File: config.mk
export PLATFORM = sky130hd
export DESIGN_NAME = fwd_hazard_chain_flat
export DESIGN_NICKNAME = d
export VERILOG_FILES = /design/src/rtl/fwd_hazard_chain_if.sv /design/src/rtl/fwd_hazard_chain.sv /design/src/flat_wrapper.sv
export SDC_FILE = /design/constraint.sdc
export NUM_CORES = 1
export LEC_CHECK = 0
export CAP_MARGIN = 20
export CORE_ASPECT_RATIO = 0.9
export CORE_MARGIN = 10
export CORE_UTILIZATION = 45
export DETAILED_ROUTE_END_ITERATION = 7
export GPL_ROUTABILITY_DRIVEN = 0
export PLACE_DENSITY = 0.86
export SETUP_SLACK_MARGIN = 0.05
export SKIP_LAST_GASP = 1
export SLEW_MARGIN = 30
export SYNTH_ARGS = -nofsm -noshare
export SYNTH_HDL_FRONTEND = slang
export SYNTH_SLANG_ARGS = --single-unit
File: constraint.sdc
create_clock -name clk -period 4.29 [get_ports clk]
set_input_delay 0.858 -clock clk [delete_from_list [all_inputs] [get_ports clk]]
set_output_delay 0.858 -clock clk [all_outputs]
set_load 0.02 [all_outputs]
File: src/rtl/fwd_hazard_chain_if.sv
// Bundle between the ID stage, the datapath and the hazard/forwarding chain.
// Handshake: the ID entry on in_* is consumed at a rising clk edge only when
// advance=1 and in_ready=1 in the same cycle; while in_ready=0 the ID stage
// must hold its entry, and stage 0 keeps its contents.
interface fwd_hazard_chain_if #(
  parameter int DEPTH = 3,
  parameter int XLEN  = 32,
  parameter int NSRC  = 2,
  parameter int REGW  = 5,
  parameter int CNTW  = 32
);
  localparam int LATW = $clog2(DEPTH);

  logic                   advance;
  logic                   flush;
  logic                   in_valid;
  logic                   in_we;
  logic [REGW-1:0]        in_rd;
  logic [LATW-1:0]        in_lat;
  logic [NSRC*REGW-1:0]   in_rs;
  logic [NSRC-1:0]        in_rs_used;
  logic [DEPTH*XLEN-1:0]  stage_data;

  logic                   in_ready;
  logic                   stall_req;
  logic [NSRC-1:0]        fwd_hit;
  logic [NSRC*LATW-1:0]   fwd_stage;
  logic [NSRC*XLEN-1:0]   fwd_data;
  logic                   ret_valid;
  logic                   ret_we;
  logic [REGW-1:0]        ret_rd;
  logic [CNTW-1:0]        stall_cnt;
  logic [CNTW-1:0]        flush_cnt;

  modport master (
    output advance, flush, in_valid, in_we, in_rd, in_lat, in_rs, in_rs_used, stage_data,
    input  in_ready, stall_req, fwd_hit, fwd_stage, fwd_data,
           ret_valid, ret_we, ret_rd, stall_cnt, flush_cnt
  );

  modport slave (
    input  advance, flush, in_valid, in_we, in_rd, in_lat, in_rs, in_rs_used, stage_data,
    output in_ready, stall_req, fwd_hit, fwd_stage, fwd_data,
           ret_valid, ret_we, ret_rd, stall_cnt, flush_cnt
  );
endinterface

File: src/rtl/fwd_hazard_chain.sv
// Pipeline metadata chain: tracks rd/we/latency and consumer sources for
// DEPTH stages after ID (stage 0 = EX consumer, DEPTH-1 = WB), picks the
// youngest forwarding producer per source, detects load-use hazards and
// inserts bubbles. Saturating stall/flush counters.
module fwd_hazard_chain #(
  parameter int DEPTH = 3,
  parameter int XLEN  = 32,
  parameter int NSRC  = 2,
  parameter int REGW  = 5,
  parameter int CNTW  = 32
) (
  input logic               clk,
  input logic               rst_n,
  fwd_hazard_chain_if.slave bus
);
  localparam int LATW = $clog2(DEPTH);

  // Per-stage entry fields
  logic [DEPTH-1:0]       r_valid;
  logic [DEPTH-1:0]       r_we;
  logic [REGW-1:0]        r_rd      [DEPTH];
  logic [LATW-1:0]        r_lat     [DEPTH];
  logic [NSRC*REGW-1:0]   r_rs      [DEPTH];
  logic [NSRC-1:0]        r_rs_used [DEPTH];
  logic [CNTW-1:0]        r_stall_cnt;
  logic [CNTW-1:0]        r_flush_cnt;

  logic [NSRC-1:0]        w_hit;
  logic [NSRC-1:0]        w_stall_src;
  logic [NSRC*LATW-1:0]   w_fwd_stage;
  logic [NSRC*XLEN-1:0]   w_fwd_data;
  logic                   w_stall;

  // Producer search: scan oldest to youngest so the smallest matching k wins
  always_comb begin : p_fwd
    logic            l_found;
    logic            l_rdy;
    logic [LATW-1:0] l_k;
    logic [XLEN-1:0] l_data;
    logic [REGW-1:0] l_rs;
    w_hit       = '0;
    w_stall_src = '0;
    w_fwd_stage = '0;
    w_fwd_data  = '0;
    l_found     = 1'b0;
    l_rdy       = 1'b0;
    l_k         = '0;
    l_data      = '0;
    l_rs        = '0;
    for (int i = 0; i < NSRC; i++) begin
      l_found = 1'b0;
      l_rdy   = 1'b0;
      l_k     = '0;
      l_data  = '0;
      l_rs    = r_rs[0][i*REGW +: REGW];
      for (int k = DEPTH-1; k >= 1; k--) begin
        if (r_valid[0] && r_rs_used[0][i] && (l_rs != '0) &&
            r_valid[k] && r_we[k] && (r_rd[k] == l_rs)) begin
          l_found = 1'b1;
          l_rdy   = (k >= int'(r_lat[k]));
          l_k     = LATW'(k);
          l_data  = bus.stage_data[k*XLEN +: XLEN];
        end
      end
      if (l_found && l_rdy) begin
        w_hit[i]                     = 1'b1;
        w_fwd_stage[i*LATW +: LATW]  = l_k;
        w_fwd_data[i*XLEN +: XLEN]   = l_data;
      end else if (l_found) begin
        w_stall_src[i] = 1'b1;
      end
    end
  end

  assign w_stall = |w_stall_src;

  // Chain advance: stall holds stage 0 and drops a bubble into stage 1
  always_ff @(posedge clk or negedge rst_n) begin
    if (!rst_n) begin
      for (int k = 0; k < DEPTH; k++) begin
        r_valid[k]   <= 1'b0;
        r_we[k]      <= 1'b0;
        r_rd[k]      <= '0;
        r_lat[k]     <= '0;
        r_rs[k]      <= '0;
        r_rs_used[k] <= '0;
      end
      r_stall_cnt <= '0;
      r_flush_cnt <= '0;
    end else if (bus.advance) begin
      for (int k = 2; k < DEPTH; k++) begin
        r_valid[k]   <= r_valid[k-1];
        r_we[k]      <= r_we[k-1];
        r_rd[k]      <= r_rd[k-1];
        r_lat[k]     <= r_lat[k-1];
        r_rs[k]      <= r_rs[k-1];
        r_rs_used[k] <= r_rs_used[k-1];
      end
      if (w_stall) begin
        r_valid[1]   <= 1'b0;
        r_we[1]      <= 1'b0;
        r_rd[1]      <= '0;
        r_lat[1]     <= '0;
        r_rs[1]      <= '0;
        r_rs_used[1] <= '0;
        if (r_stall_cnt != '1) r_stall_cnt <= r_stall_cnt + CNTW'(1);
      end else begin
        r_valid[1]   <= r_valid[0];
        r_we[1]      <= r_we[0];
        r_rd[1]      <= r_rd[0];
        r_lat[1]     <= r_lat[0];
        r_rs[1]      <= r_rs[0];
        r_rs_used[1] <= r_rs_used[0];
        if (bus.in_valid && !bus.flush) begin
          r_valid[0]   <= 1'b1;
          r_we[0]      <= bus.in_we;
          r_rd[0]      <= bus.in_rd;
          r_lat[0]     <= bus.in_lat;
          r_rs[0]      <= bus.in_rs;
          r_rs_used[0] <= bus.in_rs_used;
        end else begin
          r_valid[0]   <= 1'b0;
          r_we[0]      <= 1'b0;
          r_rd[0]      <= '0;
          r_lat[0]     <= '0;
          r_rs[0]      <= '0;
          r_rs_used[0] <= '0;
        end
        if (bus.flush && (r_flush_cnt != '1)) r_flush_cnt <= r_flush_cnt + CNTW'(1);
      end
    end
  end

  // A branch cannot resolve while the consumer is stalled; stall wins if it does.
  a_no_flush_on_stall: assert property (@(posedge clk) disable iff (!rst_n)
    !(bus.advance && bus.flush && w_stall));

  assign bus.in_ready  = ~w_stall;
  assign bus.stall_req = w_stall;
  assign bus.fwd_hit   = w_hit;
  assign bus.fwd_stage = w_fwd_stage;
  assign bus.fwd_data  = w_fwd_data;
  assign bus.ret_valid = r_valid[DEPTH-1];
  assign bus.ret_we    = r_valid[DEPTH-1] & r_we[DEPTH-1];
  assign bus.ret_rd    = r_valid[DEPTH-1] ? r_rd[DEPTH-1] : '0;
  assign bus.stall_cnt = r_stall_cnt;
  assign bus.flush_cnt = r_flush_cnt;
endmodule

File: src/flat_wrapper.sv
// flat-port wrapper written by rule: the top's interface ports become plain ports
module fwd_hazard_chain_flat 
#(
  parameter int DEPTH = 3,
  parameter int XLEN  = 32,
  parameter int NSRC  = 2,
  parameter int REGW  = 5,
  parameter int CNTW  = 32
)
  (clk, rst_n, bus_advance, bus_flush, bus_in_valid, bus_in_we, bus_in_rd, bus_in_lat, bus_in_rs, bus_in_rs_used, bus_stage_data, bus_in_ready, bus_stall_req, bus_fwd_hit, bus_fwd_stage, bus_fwd_data, bus_ret_valid, bus_ret_we, bus_ret_rd, bus_stall_cnt, bus_flush_cnt);
  fwd_hazard_chain_if #(.DEPTH(DEPTH), .XLEN(XLEN), .NSRC(NSRC), .REGW(REGW), .CNTW(CNTW)) bus_i ();
  input logic clk;
  input logic rst_n;
  input wire logic [$bits(bus_i.advance)-1:0] bus_advance;
  input wire logic [$bits(bus_i.flush)-1:0] bus_flush;
  input wire logic [$bits(bus_i.in_valid)-1:0] bus_in_valid;
  input wire logic [$bits(bus_i.in_we)-1:0] bus_in_we;
  input wire logic [$bits(bus_i.in_rd)-1:0] bus_in_rd;
  input wire logic [$bits(bus_i.in_lat)-1:0] bus_in_lat;
  input wire logic [$bits(bus_i.in_rs)-1:0] bus_in_rs;
  input wire logic [$bits(bus_i.in_rs_used)-1:0] bus_in_rs_used;
  input wire logic [$bits(bus_i.stage_data)-1:0] bus_stage_data;
  output wire logic [$bits(bus_i.in_ready)-1:0] bus_in_ready;
  output wire logic [$bits(bus_i.stall_req)-1:0] bus_stall_req;
  output wire logic [$bits(bus_i.fwd_hit)-1:0] bus_fwd_hit;
  output wire logic [$bits(bus_i.fwd_stage)-1:0] bus_fwd_stage;
  output wire logic [$bits(bus_i.fwd_data)-1:0] bus_fwd_data;
  output wire logic [$bits(bus_i.ret_valid)-1:0] bus_ret_valid;
  output wire logic [$bits(bus_i.ret_we)-1:0] bus_ret_we;
  output wire logic [$bits(bus_i.ret_rd)-1:0] bus_ret_rd;
  output wire logic [$bits(bus_i.stall_cnt)-1:0] bus_stall_cnt;
  output wire logic [$bits(bus_i.flush_cnt)-1:0] bus_flush_cnt;
  assign bus_i.advance = bus_advance;
  assign bus_i.flush = bus_flush;
  assign bus_i.in_valid = bus_in_valid;
  assign bus_i.in_we = bus_in_we;
  assign bus_i.in_rd = bus_in_rd;
  assign bus_i.in_lat = bus_in_lat;
  assign bus_i.in_rs = bus_in_rs;
  assign bus_i.in_rs_used = bus_in_rs_used;
  assign bus_i.stage_data = bus_stage_data;
  assign bus_in_ready = bus_i.in_ready;
  assign bus_stall_req = bus_i.stall_req;
  assign bus_fwd_hit = bus_i.fwd_hit;
  assign bus_fwd_stage = bus_i.fwd_stage;
  assign bus_fwd_data = bus_i.fwd_data;
  assign bus_ret_valid = bus_i.ret_valid;
  assign bus_ret_we = bus_i.ret_we;
  assign bus_ret_rd = bus_i.ret_rd;
  assign bus_stall_cnt = bus_i.stall_cnt;
  assign bus_flush_cnt = bus_i.flush_cnt;
  fwd_hazard_chain #(.DEPTH(DEPTH), .XLEN(XLEN), .NSRC(NSRC), .REGW(REGW), .CNTW(CNTW)) u_core (.clk(clk), .rst_n(rst_n), .bus(bus_i));
endmodule
Yosys cells after proc, flatten, opt, wreduce, memory -nomap -nowiden
Index checks and enable logic that the tools add are counted.
Widths: inputs -> output; s select.
- word-level logic and storage cells: 90
- output and inout bits: 143
- register bits: 103
- mux-type cells: 37
- bitwise logic cells: 2
- eq/ne operators: 6
- reduce and logical (&&, ||, !) cells: 27
- add/subtract/negate cells: 2
- magnitude comparators: 2
- operators with widths (kind ; count):
    $mux 32 ; 6
    $add 32x1->32 const B ; 2
    $ne 32x32->1 const B ; 2
    $eq 5x5->1 ; 4
    $logic_and 1x1->1 ; 20
    $mux 1 ; 18
    $mux 2 ; 9
    $mux 5 ; 3
    $mux 10 ; 1
    $reduce_bool 5->1 ; 2
    $reduce_and 3->1 ; 2
    $ge 1x2->1 const A ; 1
    $ge 2x2->1 const A ; 1
    $reduce_and 2->1 ; 1
    $reduce_or 2->1 ; 1
    $and 1x1->1 ; 1
    $logic_not 1->1 ; 1
    $not 1->1 ; 1

Logic depth before layout (Yosys ltp)
Gate-level depths: netlist (run 1).
- word-level depth: 12
- mapped depth: 10
- depth with buffers taken out: 8

Least setup slack after synthesis (run 1)
OpenSTA, ideal clock, no wires.
- path type: register to output
- start: reg u_core.r_valid[2]
- end: out bus_fwd_data[22]
- path buffers: 2
- arrival time: 2.438 ns
- stages on the path, launching flop included: 8
- data required time: 3.432 ns
- slack: 0.994 ns
- path through: dfrtp_1 and2_1 buf_2 nand3_1 or4b_2 nor3b_2 buf_2 a22o_1
- cells in the longest elaborated chain, start to end: 7
- elaborated cells between the ends (all ways): 11
- those cells by class: 7 x mux; 4 x reduce/logical
- ends and longest elaborated chain (what ; line ; text):
    start: declaration ; fwd_hazard_chain.sv:19 ; logic [DEPTH-1:0] r_valid;
    start signal: indexed assignment ; fwd_hazard_chain.sv:92 ; r_valid[k] <= r_valid[k-1];
    $logic_and 1x1->1 * ; fwd_hazard_chain.sv:57 ; if (r_valid[0] && r_rs_used[0][i] && (l_rs != '0) &&
    $logic_and 1x1->1 * (2 in a row) ; fwd_hazard_chain.sv:58 ; r_valid[k] && r_we[k] && (r_rd[k] == l_rs)) begin
    $mux 1 (2 in a row) ; fwd_hazard_chain.sv:57 ;
    $logic_and 1x1->1 ; fwd_hazard_chain.sv:65 ; if (l_found && l_rdy) begin
    $mux 32 * ; fwd_hazard_chain.sv:65 ;
    end: declaration ; flat_wrapper.sv:27 ; output wire logic [$bits(bus_i.fwd_data)-1:0] bus_fwd_data;
Every way passes the cells marked *; elsewhere a longest branch is shown, timed or not.

Worst setup path in the final report (run 1)
- start: reg u_core.r_rs (netlist bit u_core.p_fwd.l_rs[1])
- end: out bus_fwd_data[43]
- cells in the longest elaborated chain, start to end: 9
- elaborated cells between the ends (all ways): 18
- those cells by class: 2 x eq/ne; 7 x mux; 9 x reduce/logical
- ends and longest elaborated chain (what ; line ; text):
    start: declaration ; fwd_hazard_chain.sv:23 ; logic [NSRC*REGW-1:0] r_rs [DEPTH];
    start signal: indexed assignment ; fwd_hazard_chain.sv:96 ; r_rs[k] <= r_rs[k-1];
    $reduce_bool 5->1 ; fwd_hazard_chain.sv:57 ;
    $logic_and 1x1->1 (2 in a row) ; fwd_hazard_chain.sv:57 ;
    $logic_and 1x1->1 (2 in a row) ; fwd_hazard_chain.sv:58 ;
    $mux 1 (2 in a row) ; fwd_hazard_chain.sv:57 ;
    $logic_and 1x1->1 ; fwd_hazard_chain.sv:65 ;
    $mux 32 * ; fwd_hazard_chain.sv:65 ;
Marked as above.

==> results of run 1 <==
-- cell usage in the layout, fill, tap and decap left out, types with 9 or more instances in the layout --
cell / n
o21ai_0: 29
dfrtp_1: 102
buf_4: 10
clkbuf_16: 9
nor2_1: 27
xor2_1: 61
nand2_1: 68
inv_1: 13
nor3_1: 22
mux2_2: 12
nand3_1: 42
xnor2_1: 21
and2_1: 10
nand4_1: 16
clkdlybuf4s50_1: 230
a22o_1: 64
nor4_1: 15
-- stage by stage --
| step | cell area (sq um) | hold slack (ps) | instances |
|---|---|---|---|
| floorplan | 5780 | 449 | 590 |
| global placement | 8230 | 465 | 963 |
| detailed placement | 8230 | 476 | 963 |
| CTS | 8520 | 492 | 979 |
| global route | 8530 | 516 | 981 |
| finish | 8530 | 491 | 982 |
-- per-layer routing --
| metal | up-vias | wire (um) | track usage |
|---|---|---|---|
| met1 | 2790 | 7780 | 0.250 |
| met4 | 0 | 318 | 0.0723 |
| met2 | 274 | 10100 | 0.365 |
| li1 | 2564 | - | - |
| met5 | - | 0 | 0 |
| met3 | 26 | 1830 | 0.0641 |
-- worst max-delay path, stage by stage, from the launching register on --
cell	delay, ps
dfrtp_1	430
or4_4	560
o21ai_2	200
and4b_1	270
nor3b_4	170
buf_4	350
a22o_1	240
clkdlybuf4s50_1	620
-- cell type report --
type / instances / area share
Antenna cell: 3 / 0.000880
Clock buffer: 11 / 0.0296
Clock inverter: 5 / 0.00381
Inverter: 13 / 0.00572
Multi-Input combinational cell: 442 / 0.354
Sequential cell: 103 / 0.302
Tap cell: 164 / 0.0241
Timing Repair Buffer: 241 / 0.280
-- synth_stat cells, types with 4 or more instances --
cell      count
a22o_1       64
o21ai_0      29
and2_1        9
xnor2_1      21
clkbuf_1     16
xor2_1       61
nand4_1      16
nor3_1       22
inv_1        13
nand2_1      68
dfrtp_1     103
buf_2        11
or4_1         4
nor2_1       28
mux2_2       12
nand3_1      42
and3_1        4
and4_1        8
nor4_1       15
-- cell families (layout without fill, tap and decap cells) --
kind of cell               after synthesis  after routing  share of synthesized area
AOI/OAI and AO/OA                      105            105                      0.142
other                                    0              3                          0
and+or+nand+nor                        241            241                      0.225
xor gates and xnor gates                82             82                      0.124
muxes                                   12             12                     0.0234
adders and majority gates                2              2                    0.00433
DFF                                    103            103                      0.446
buffers and inverters                   45            270                     0.0342
-- worst max path at each step --
stage	from	endpoint	slack, ps	depth (start not counted)
after CTS	u_core.r_valid[2]	bus_fwd_data[24]	140	7
final	u_core.p_fwd.l_rs[1]	bus_fwd_data[43]	250	7
after floorplan	u_core.r_valid[2]	bus_fwd_data[22]	990	7
after global placement	u_core.r_valid[2]	bus_fwd_data[29]	570	7
after global routing	u_core.r_rs[20]	bus_fwd_data[29]	120	7
after detailed placement	u_core.r_valid[2]	bus_fwd_data[24]	510	7
-- power breakdown --
group / leakage (nW) / internal [mW] / total [mW] / switching, mW
clock: 0.134 / 0.423 / 0.770 / 0.347
combinational: 2.16 / 0.187 / 0.373 / 0.186
sequential: 1.40 / 1.02 / 1.11 / 0.0868
-- flip-flops by register name (all words and copies together) (netlist names) --
signal,flops
u_core.r_valid,3
u_core.r_rs_used,2
u_core.bus.stall_cnt,32
u_core.r_rs,5
u_core.r_lat,6
u_core.bus.flush_cnt,32
u_core.r_we,3
u_core.r_rd,15
u_core.p_fwd.l_rs,5
==> flow_metrics.py, run 1 <==
metrics = {
    "run_status": {
        "outcome": "completed",
    },
    "hold_path": {
        "min_to": "u_core.r_rd[13]",
        "hold_path_depth": 2,
        "hold_path.class": "flip-flop to flip-flop",
        "min-delay-start": "u_core.r_rd[13]",
    },
    "clocking": {
        "cts_resized": 0,
        "cts_buffer_depth": 2,
        "cts.reportedPaths.clkPinSlew_ps": 70,
        "tritoncts.num_buffers": 9,
        "postCtsSetupBuffers": 0,
        "hold_buffers": 0,
        "cts_root_buf": "clkbuf_16",
        "cts_tree": "built",
        "cts_max_level": 3,
        "insertion_delay_ps": 340,
        "cts.sinks": 103,
    },
    "timing": {
        "maxSlewViolCount": 0,
        "skew_ps": 7.99,
        "min_period_over_period": 0.941,
        "timing.slew.headroom": 0.456,
        "worst_pin_slew_ps": 816,
        "setup_violations": 0,
        "period_needed_ps": 4040,
        "setup_tns_ps": 0,
        "rsz0062_at_grt": "no",
        "fmax_ghz": 0.248,
        "setup_slack_ps": 252,
        "hold_viol": 0,
    },
    "layout": {
        "finish.utilization": 0.675,
        "final_nets": 933,
        "fill_cells": 925,
        "drive_above_1_share": 0.0712,
        "multi_input_area_sq_um": 3020,
        "synthToLayoutAreaGrowth_pct": 47.7,
        "seq_area_sq_um": 2580,
    },
    "yosys": {
        "yosys.area.top_type": "dfrtp_1",
        "synth_edf_count": 0,
        "ys_seq_elements": 103,
        "syn_nets": 713,
        "yosysUniqueCellTypes": 46,
        "syn_avg_cell_area_sq_um": 9.79,
        "yosysTopAreaCellShare": 0.446,
        "synth_area_sq_um": 5780,
        "synthArstFlopShare": 1.00,
        "synthCells": 590,
        "ys_warn_count": 0,
        "ys_top_cells_by_area": "dfrtp_1 45%, a22o_1 9.7%, xor2_1 9.3%, nand2_1 4.4%, nand3_1 3.6%",
        "synth_ff_type": "dfrtp_1",
        "yosysSeqAreaShare": 0.446,
    },
    "detailed_routing": {
        "num_vias": 5654,
        "detail-route-antenna-nets": 0,
        "first_pass_iters": 5,
        "routedWlPerCell_um": 20.4,
        "viasPerCell": 5.76,
        "first_iter_violations": 334,
        "drc": 0,
        "wirelength_um": 20000,
    },
    "critical_path": {
        "rrSetupSlack_ps": 1290,
        "critPathArrivalTime_ps": 3180,
        "end_kind": "output port",
        "start_kind": "flip-flop",
        "path_class": "flip-flop to output port",
        "critPathMaxFanout": 34,
        "timing.rr.end": "u_core.bus.stall_cnt[31]",
        "crit-reg2reg-launch": "u_core.bus.stall_cnt[4]",
        "required_ps": 3430,
        "reg2reg_depth": 7,
    },
    "place": {
        "place_ws_ps": 512,
        "port-buffer-count": 231,
        "dp_hpwl_um": 15700,
    },
    "global_routing": {
        "grt_overflow": 0,
        "grt_pass1_wl_um": 31400,
        "grt_max_degree": 42,
        "antenna_found_initial": 2,
        "grtUsageTotal": 0.213,
        "grt_pass1_vias": 5649,
    },
    "floorplanning": {
        "core-area_sq_um": 12600,
        "io_pins": 264,
        "initial_core_util": 0.457,
        "die_area_sq_um": 17800,
        "die_w_um": 139,
        "die_h_um": 127,
        "num_rows": 39,
    },
    "pwr": {
        "p_leak_nw": 3.69,
        "cellPowerDensity_nw_per_um2": 264,
        "peakVddDrop_uv": 317,
        "design_power_total_mw": 2.25,
    },
    "flow_run": {
        "maxCapViolations": 0,
    },
}
No activity file was read; power rests on OpenSTA's default activity.
==> run 2: changes to the inputs <==
--- a/config.mk
+++ b/config.mk
@@ -5,13 +5,14 @@
 export SDC_FILE = /design/constraint.sdc
 export NUM_CORES = 1
 export LEC_CHECK = 0
+export ABC_AREA = 1
 export CAP_MARGIN = 20
 export CORE_ASPECT_RATIO = 0.9
 export CORE_MARGIN = 10
-export CORE_UTILIZATION = 45
+export CORE_UTILIZATION = 50
 export DETAILED_ROUTE_END_ITERATION = 7
 export GPL_ROUTABILITY_DRIVEN = 0
-export PLACE_DENSITY = 0.86
+export PLACE_DENSITY = 0.87
 export SETUP_SLACK_MARGIN = 0.05
 export SKIP_LAST_GASP = 1
 export SLEW_MARGIN = 30
==> run 2 against run 1 <==
  * Non-clock buffer count grew 4
  * Core utilization increased by 2.5 points
  * First-iteration DRC count rose to 3.0 times the previous value
  * Critical path depth increased by 5
  * Sequential power fell by 4%
  * Area after synthesis increased by 32%
  * Register-to-register slack improved by 90 ps
  * Combinational power rose by 5%
  * Wire length grew 29%
  * Maximum frequency grew 2.5%
  * Final cell count rose by 66%
  * Critical path type unchanged
==> flow_metrics.py, run 2 <==
metrics = {
    "floorplanning": {
        "core-area_sq_um": 14800,
        "die_area_sq_um": 20600,
        "initial_core_util": 0.514,
        "die_h_um": 137,
        "die_w_um": 150,
        "num_rows": 42,
        "io_pins": 264,
    },
    "global_routing": {
        "grt_max_degree": 73,
        "grtUsageTotal": 0.241,
        "grt_pass1_vias": 8076,
        "grt_overflow": 0,
        "grt_pass1_wl_um": 40800,
        "antenna_found_initial": 0,
    },
    "critical_path": {
        "cp-startpoint": "u_core.r_valid[2]",
        "critPathMaxFanout": 21,
        "worstPathCellList": "nand2_1, inv_2, nand2_1, nor2_1, nand2_1, nor2_2, nand4_1, nand2_1, buf_12, nand2_1, o21ai_0, clkdlybuf4s50_1",
        "critPathBufInv": 3,
        "required_ps": 3430,
        "crit_path_frequent_cell": "nand2_1",
        "start_kind": "flip-flop",
        "cp.depth": 12,
        "max_stage_delay_ps": 670,
        "path_class": "flip-flop to output port",
        "critPathArrivalTime_ps": 3080,
        "crit_slowest_cell": "clkdlybuf4s50_1",
        "reg2reg_depth": 13,
        "crit-reg2reg-launch": "u_core.r_rs[21]",
        "crit_family": "simple AND/OR/NAND/NOR gates",
        "end_kind": "output port",
    },
    "pwr": {
        "pwr-share-seq": 0.463,
        "design_power_total_mw": 2.31,
        "comb_power_share": 0.169,
        "power_switching_mw": 0.661,
        "p_leak_nw": 5.09,
        "peakVddDrop_uv": 326,
        "cellPowerDensity_nw_per_um2": 222,
        "sw_frac_of_total": 0.287,
        "p_int_mw": 1.64,
        "clkPwrFrac": 0.367,
    },
    "detailed_routing": {
        "first_pass_iters": 5,
        "viasPerCell": 5.32,
        "num_vias": 8691,
        "routedWlPerCell_um": 15.8,
        "first_iter_violations": 989,
        "wirelength_um": 25700,
        "detail-route-antenna-nets": 0,
        "drc": 0,
    },
    "timing": {
        "fmax_ghz": 0.254,
        "whs_ps": 487,
        "maxSlewViolCount": 0,
        "hold_viol": 0,
        "rsz0062_at_grt": "no",
        "skew_ps": 12.9,
        "setup_violations": 0,
        "setup_slack_ps": 350,
        "period_needed_ps": 3940,
        "timing.slew.headroom": 0.389,
        "min_period_over_period": 0.918,
        "setup_tns_ps": 0,
        "worst_pin_slew_ps": 917,
    },
    "layout": {
        "antenna_cells": 0,
        "drive_above_1_share": 0.0376,
        "final_nets": 1553,
        "fin_area_sq_um": 10400,
        "synthToLayoutAreaGrowth_pct": 36.3,
        "final_cells": 1633,
        "layout_common_cells": "415 x nand2_1, 230 x clkdlybuf4s50_1, 152 x inv_1, 146 x nor2_1, 103 x dfrtp_1",
        "layout_commonest_cell": "nand2_1",
        "finish.utilization": 0.700,
    },
    "yosys": {
        "ys_top_cells_by_area": "dfrtp_1 34%, nand2_1 21%, inv_1 7.5%, nor2_1 7.2%, nand3_1 6.1%",
        "yosysUniqueCellTypes": 27,
        "synth_edf_count": 0,
        "yosysTopAreaCellShare": 0.339,
        "ys_seq_elements": 103,
        "syn_nets": 1347,
        "syn_avg_cell_area_sq_um": 6.22,
        "ys_warn_count": 0,
        "synth.most_common_cell": "nand2_1",
        "yosysSeqAreaShare": 0.339,
        "synthCells": 1224,
        "synth_area_sq_um": 7610,
        "synth_ff_type": "dfrtp_1",
        "synth_common_cells": "416 x nand2_1, 152 x inv_1, 146 x nor2_1",
        "yosys.area.top_type": "dfrtp_1",
        "synthArstFlopShare": 1.00,
    },
    "clocking": {
        "cts_root_buf": "clkbuf_16",
        "cts_buffer_depth": 2,
        "hold_buffers": 0,
        "insertion_delay_ps": 360,
        "cts.reportedPaths.clkPinSlew_ps": 70,
        "cts_max_level": 3,
        "postCtsSetupBuffers": 0,
        "cts_tree": "built",
        "tritoncts.num_buffers": 9,
        "cts.sinks": 103,
    },
    "place": {
        "port-buffer-count": 231,
        "place_ws_ps": 691,
        "place_inst": 1617,
        "place_area_sq_um": 10100,
        "dp_hpwl_um": 19300,
    },
    "run_status": {
        "outcome": "completed",
    },
    "hold_path": {
        "hold_path_depth": 2,
        "hold_path.class": "flip-flop to flip-flop",
        "min-delay-start": "u_core.r_rd[10]",
    },
    "flow_run": {
        "maxCapViolations": 0,
    },
}
[run 2: changes by cell type after synthesis, moves of 17 or more]
cell / previous run / this run
nand3_1: 42 / 93
nor2_1: 28 / 146
a22o_1: 64 / 0
nand2_1: 68 / 416
inv_1: 13 / 152
o21ai_1: 0 / 17
o21ai_0: 29 / 86
xor2_1: 61 / 38
[run 2: layout make-up]
type | count | area (sq um)
Multi-Input combinational cell | 909 | 4210
Clock inverter | 7 | 77.6
Inverter | 162 | 608
Tap cell | 198 | 248
Sequential cell | 103 | 2580
Clock buffer | 9 | 225
Fill cell | 1244 | 4450
Timing Repair Buffer | 245 | 2430
[run 2: power groups by stage]
stage / sequential (mW) / clock, mW / combinational [mW]
6_report: 1.07 / 0.847 / 0.390
5_1_grt: 1.08 / 0.894 / 0.437
4_1_cts: 1.07 / 0.851 / 0.390
3_5_place_dp: 1.08 / 0 / 0.387
3_3_place_gp: 1.08 / 0 / 0.378
2_1_floorplan: 1.09 / 0 / 0.183
[run 2: kinds of logic after synthesis]
| group | share of synthesized area |
|---|---|
| AOI/OAI and AO/OA | 0.0700 |
| xor gates and xnor gates | 0.0690 |
| adders and majority gates | 0.00329 |
| buffers and inverters | 0.110 |
| DFF | 0.339 |
| and+or+nand+nor | 0.409 |
[run 2: final timing paths]
kind / end / slack, ps
worst max-delay path: bus_fwd_data[0] / 350
worst min-delay path: u_core.r_rd[5] / 490
worst max register to register: u_core.r_rs[20] / 1380
worst min register to register: u_core.r_rd[5] / 490
max in group asynchronous: u_core.bus.stall_cnt[28] / 2930
min in group asynchronous: u_core.bus.flush_cnt[4] / 510
[run 2: worst reg2reg max path: cells and delay by family, from the launching register on]
kind | cells | cell delay [ps]
buffers and inverters | 3 | 410
DFF | 1 | 420
and+or+nand+nor | 9 | 1890
AOI/OAI and AO/OA | 1 | 130
[run 2: timing repair]
item                       in CTS  in global routing
setup endpoints to repair       0                  3
hold endpoints to repair        0                  0
resized for setup               0                  1
[run 2: routing by layer]
metal | vias up | global-route usage | wire [um]
met2 | 442 | 0.404 | 12100
met5 | - | 0 | 0
met1 | 3955 | 0.303 | 10700
met4 | 0 | 0.0680 | 561
li1 | 4239 | - | -
met3 | 55 | 0.0584 | 2380
==> run 3: changes to the inputs <==
--- a/config.mk
+++ b/config.mk
@@ -12,10 +12,11 @@
 export CORE_UTILIZATION = 50
 export DETAILED_ROUTE_END_ITERATION = 7
 export GPL_ROUTABILITY_DRIVEN = 0
+export HOLD_SLACK_MARGIN = 0.08
 export PLACE_DENSITY = 0.87
-export SETUP_SLACK_MARGIN = 0.05
+export SETUP_SLACK_MARGIN = 0.5
 export SKIP_LAST_GASP = 1
-export SLEW_MARGIN = 30
+export SLEW_MARGIN = 20
 export SYNTH_ARGS = -nofsm -noshare
 export SYNTH_HDL_FRONTEND = slang
 export SYNTH_SLANG_ARGS = --single-unit
==> run 3 against run 2 <==
  * Critical path depth fell by 2
  * Clock-buffer cell count unchanged
  * First-iteration DRC count is 9.2% lower
  * Non-clock buffer count is 4 higher
  * Sequential power about the same
  * Register-to-register slack better by 20 ps
  * Sequential share of layout area decreased by 0.32 points
  * Largest power group unchanged
  * Highest routed layer unchanged
==> flow_metrics.py, run 3 (synthesis gave the netlist of run 2 again) <==
metrics = {
    "clocking": {
        "insertion_delay_ps": 360,
        "cts_tree": "built",
        "cts_root_buf": "clkbuf_16",
        "cts.sinks": 103,
        "cts_max_level": 3,
        "tritoncts.num_buffers": 9,
        "cts.reportedPaths.clkPinSlew_ps": 70,
        "cts_buffer_depth": 2,
        "hold_buffers": 0,
    },
    "floorplanning": {
        "core-area_sq_um": 14800,
        "die_h_um": 137,
        "die_w_um": 150,
        "io_pins": 264,
        "die_area_sq_um": 20600,
        "initial_core_util": 0.514,
        "num_rows": 42,
    },
    "global_routing": {
        "grt_max_degree": 73,
        "antenna_found_initial": 0,
        "grt_pass1_wl_um": 40800,
        "grtUsageTotal": 0.241,
        "grt_overflow": 0,
        "grt_pass1_vias": 8079,
    },
    "layout": {
        "fill_cells": 1230,
        "layout_commonest_cell": "nand2_1",
        "finish.utilization": 0.709,
        "final_nets": 1557,
        "final_cells": 1637,
        "layout_common_cells": "414 x nand2_1, 200 x clkdlybuf4s50_1, 152 x inv_1, 146 x nor2_1, 102 x dfrtp_1",
        "antenna_cells": 0,
        "synthToLayoutAreaGrowth_pct": 38.1,
        "drive_above_1_share": 0.0417,
    },
    "critical_path": {
        "critPathMaxFanout": 34,
        "critPathArrivalTime_ps": 2710,
        "timing.rr.end": "u_core.r_rs[20]",
        "required_ps": 3430,
        "end_kind": "output port",
        "rrSetupSlack_ps": 1400,
        "crit-reg2reg-launch": "u_core.r_rd[4]",
        "reg2reg_depth": 13,
        "path_class": "flip-flop to output port",
        "start_kind": "flip-flop",
        "cp-endpoint": "bus_fwd_data[33]",
        "cp-startpoint": "u_core.r_rd[9]",
    },
    "detailed_routing": {
        "wirelength_um": 26000,
        "detail-route-antenna-nets": 0,
        "first_pass_iters": 6,
        "num_vias": 8707,
        "first_iter_violations": 898,
        "viasPerCell": 5.32,
        "drc": 0,
        "routedWlPerCell_um": 15.9,
    },
    "pwr": {
        "p_leak_nw": 5.66,
        "cellPowerDensity_nw_per_um2": 220,
        "peakVddDrop_uv": 327,
    },
    "timing": {
        "setup_tns_ps": 0,
        "setup_violations": 0,
        "period_needed_ps": 3570,
        "maxSlewViolCount": 0,
        "min_period_over_period": 0.832,
        "timing.slew.headroom": 0.396,
        "skew_ps": 12.8,
        "rsz0062_at_grt": "yes",
        "fmax_ghz": 0.280,
        "worst_pin_slew_ps": 907,
        "hold_viol": 0,
    },
    "run_status": {
        "outcome": "completed",
    },
    "flow_run": {
        "maxCapViolations": 0,
    },
    "place": {
        "port-buffer-count": 231,
        "place_inst": 1617,
        "dp_hpwl_um": 19300,
    },
    "hold_path": {
        "hold_path.class": "flip-flop to flip-flop",
    },
}
==> run 3: cell count changes in the layout (fill, tap and decap cells not counted) <==
| cell | previous run | this run |
|---|---|---|
| clkdlybuf4s50_1 | 230 | 200 |
| dlymetal6s2s_1 | 0 | 30 |
| buf_6 | 0 | 2 |
| nand2_4 | 1 | 3 |
| buf_12 | 1 | 2 |
| buf_4 | 14 | 15 |
| dfrtp_1 | 103 | 102 |
| dfrtp_2 | 0 | 1 |
| nand2_1 | 415 | 414 |
| nand2_2 | 2 | 1 |
==> run 3: critical path: stages, from the launching register on <==
cell	delay [ps]
dfrtp_1	440
inv_2	100
nand2_1	60
nand2_1	60
nor2_1	140
nand2_1	80
nor2_2	120
nand3_2	130
buf_4	270
o21ai_0	280
clkdlybuf4s50_1	660
==> run 3: how the worst min path moves through the flow <==
stage	startpoint	to	slack [ps]	depth (start not counted)
detailed placement	u_core.r_lat[4]	u_core.r_lat[2]	470	2
global placement	u_core.r_rd[14]	u_core.r_rd[9]	460	2
CTS	u_core.r_rd[10]	u_core.r_rd[5]	490	2
floorplan	u_core.r_we[0]	u_core.r_we[1]	450	2
global route	u_core.r_lat[4]	u_core.r_lat[2]	510	2
finish	u_core.r_lat[1]	u_core.r_lat[1]	490	2
==> run 3: what timing repair did <==
action | in CTS | in global routing
resized for setup | 4 | 33
setup endpoints to repair | 46 | 56
pin swaps | 0 | 3
buffers inserted | 0 | 4
==> run 3: layer usage <==
metal,global-route usage,vias up,share of wire
met5,0,-,0
met4,0.0680,0,0.019
met3,0.0584,45,0.089
met2,0.404,411,0.47
met1,0.303,4002,0.42
li1,-,4249,-
==> run 3: final cells by class <==
type / count / area [sq um] / share of cell area
Multi-Input combinational cell: 909 / 4220 / 0.402
Sequential cell: 103 / 2580 / 0.245
Timing Repair Buffer: 249 / 2550 / 0.243
Inverter: 162 / 608 / 0.0579
Tap cell: 198 / 248 / 0.0236
Clock buffer: 9 / 225 / 0.0214
Clock inverter: 7 / 77.6 / 0.00738
==> run 3: where the power goes <==
group	total [mW]	internal, mW	switching (mW)
clock	0.848	0.460	0.388
sequential	1.07	1.01	0.0572
combinational	0.390	0.173	0.217
==> run 3: metrics by stage <==
stage / total power, mW / area, sq um / worst slack, ps / hold WS (ps)
6_report: 2.31 / 10500 / 723 / 489
5_1_grt: 2.41 / 10500 / 482 / 505
4_1_cts: 2.31 / 10400 / 503 / 491
3_5_place_dp: 1.47 / 10100 / 691 / 472
3_3_place_gp: 1.46 / 10100 / 748 / 463
2_1_floorplan: 1.28 / 7610 / 1480 / 447
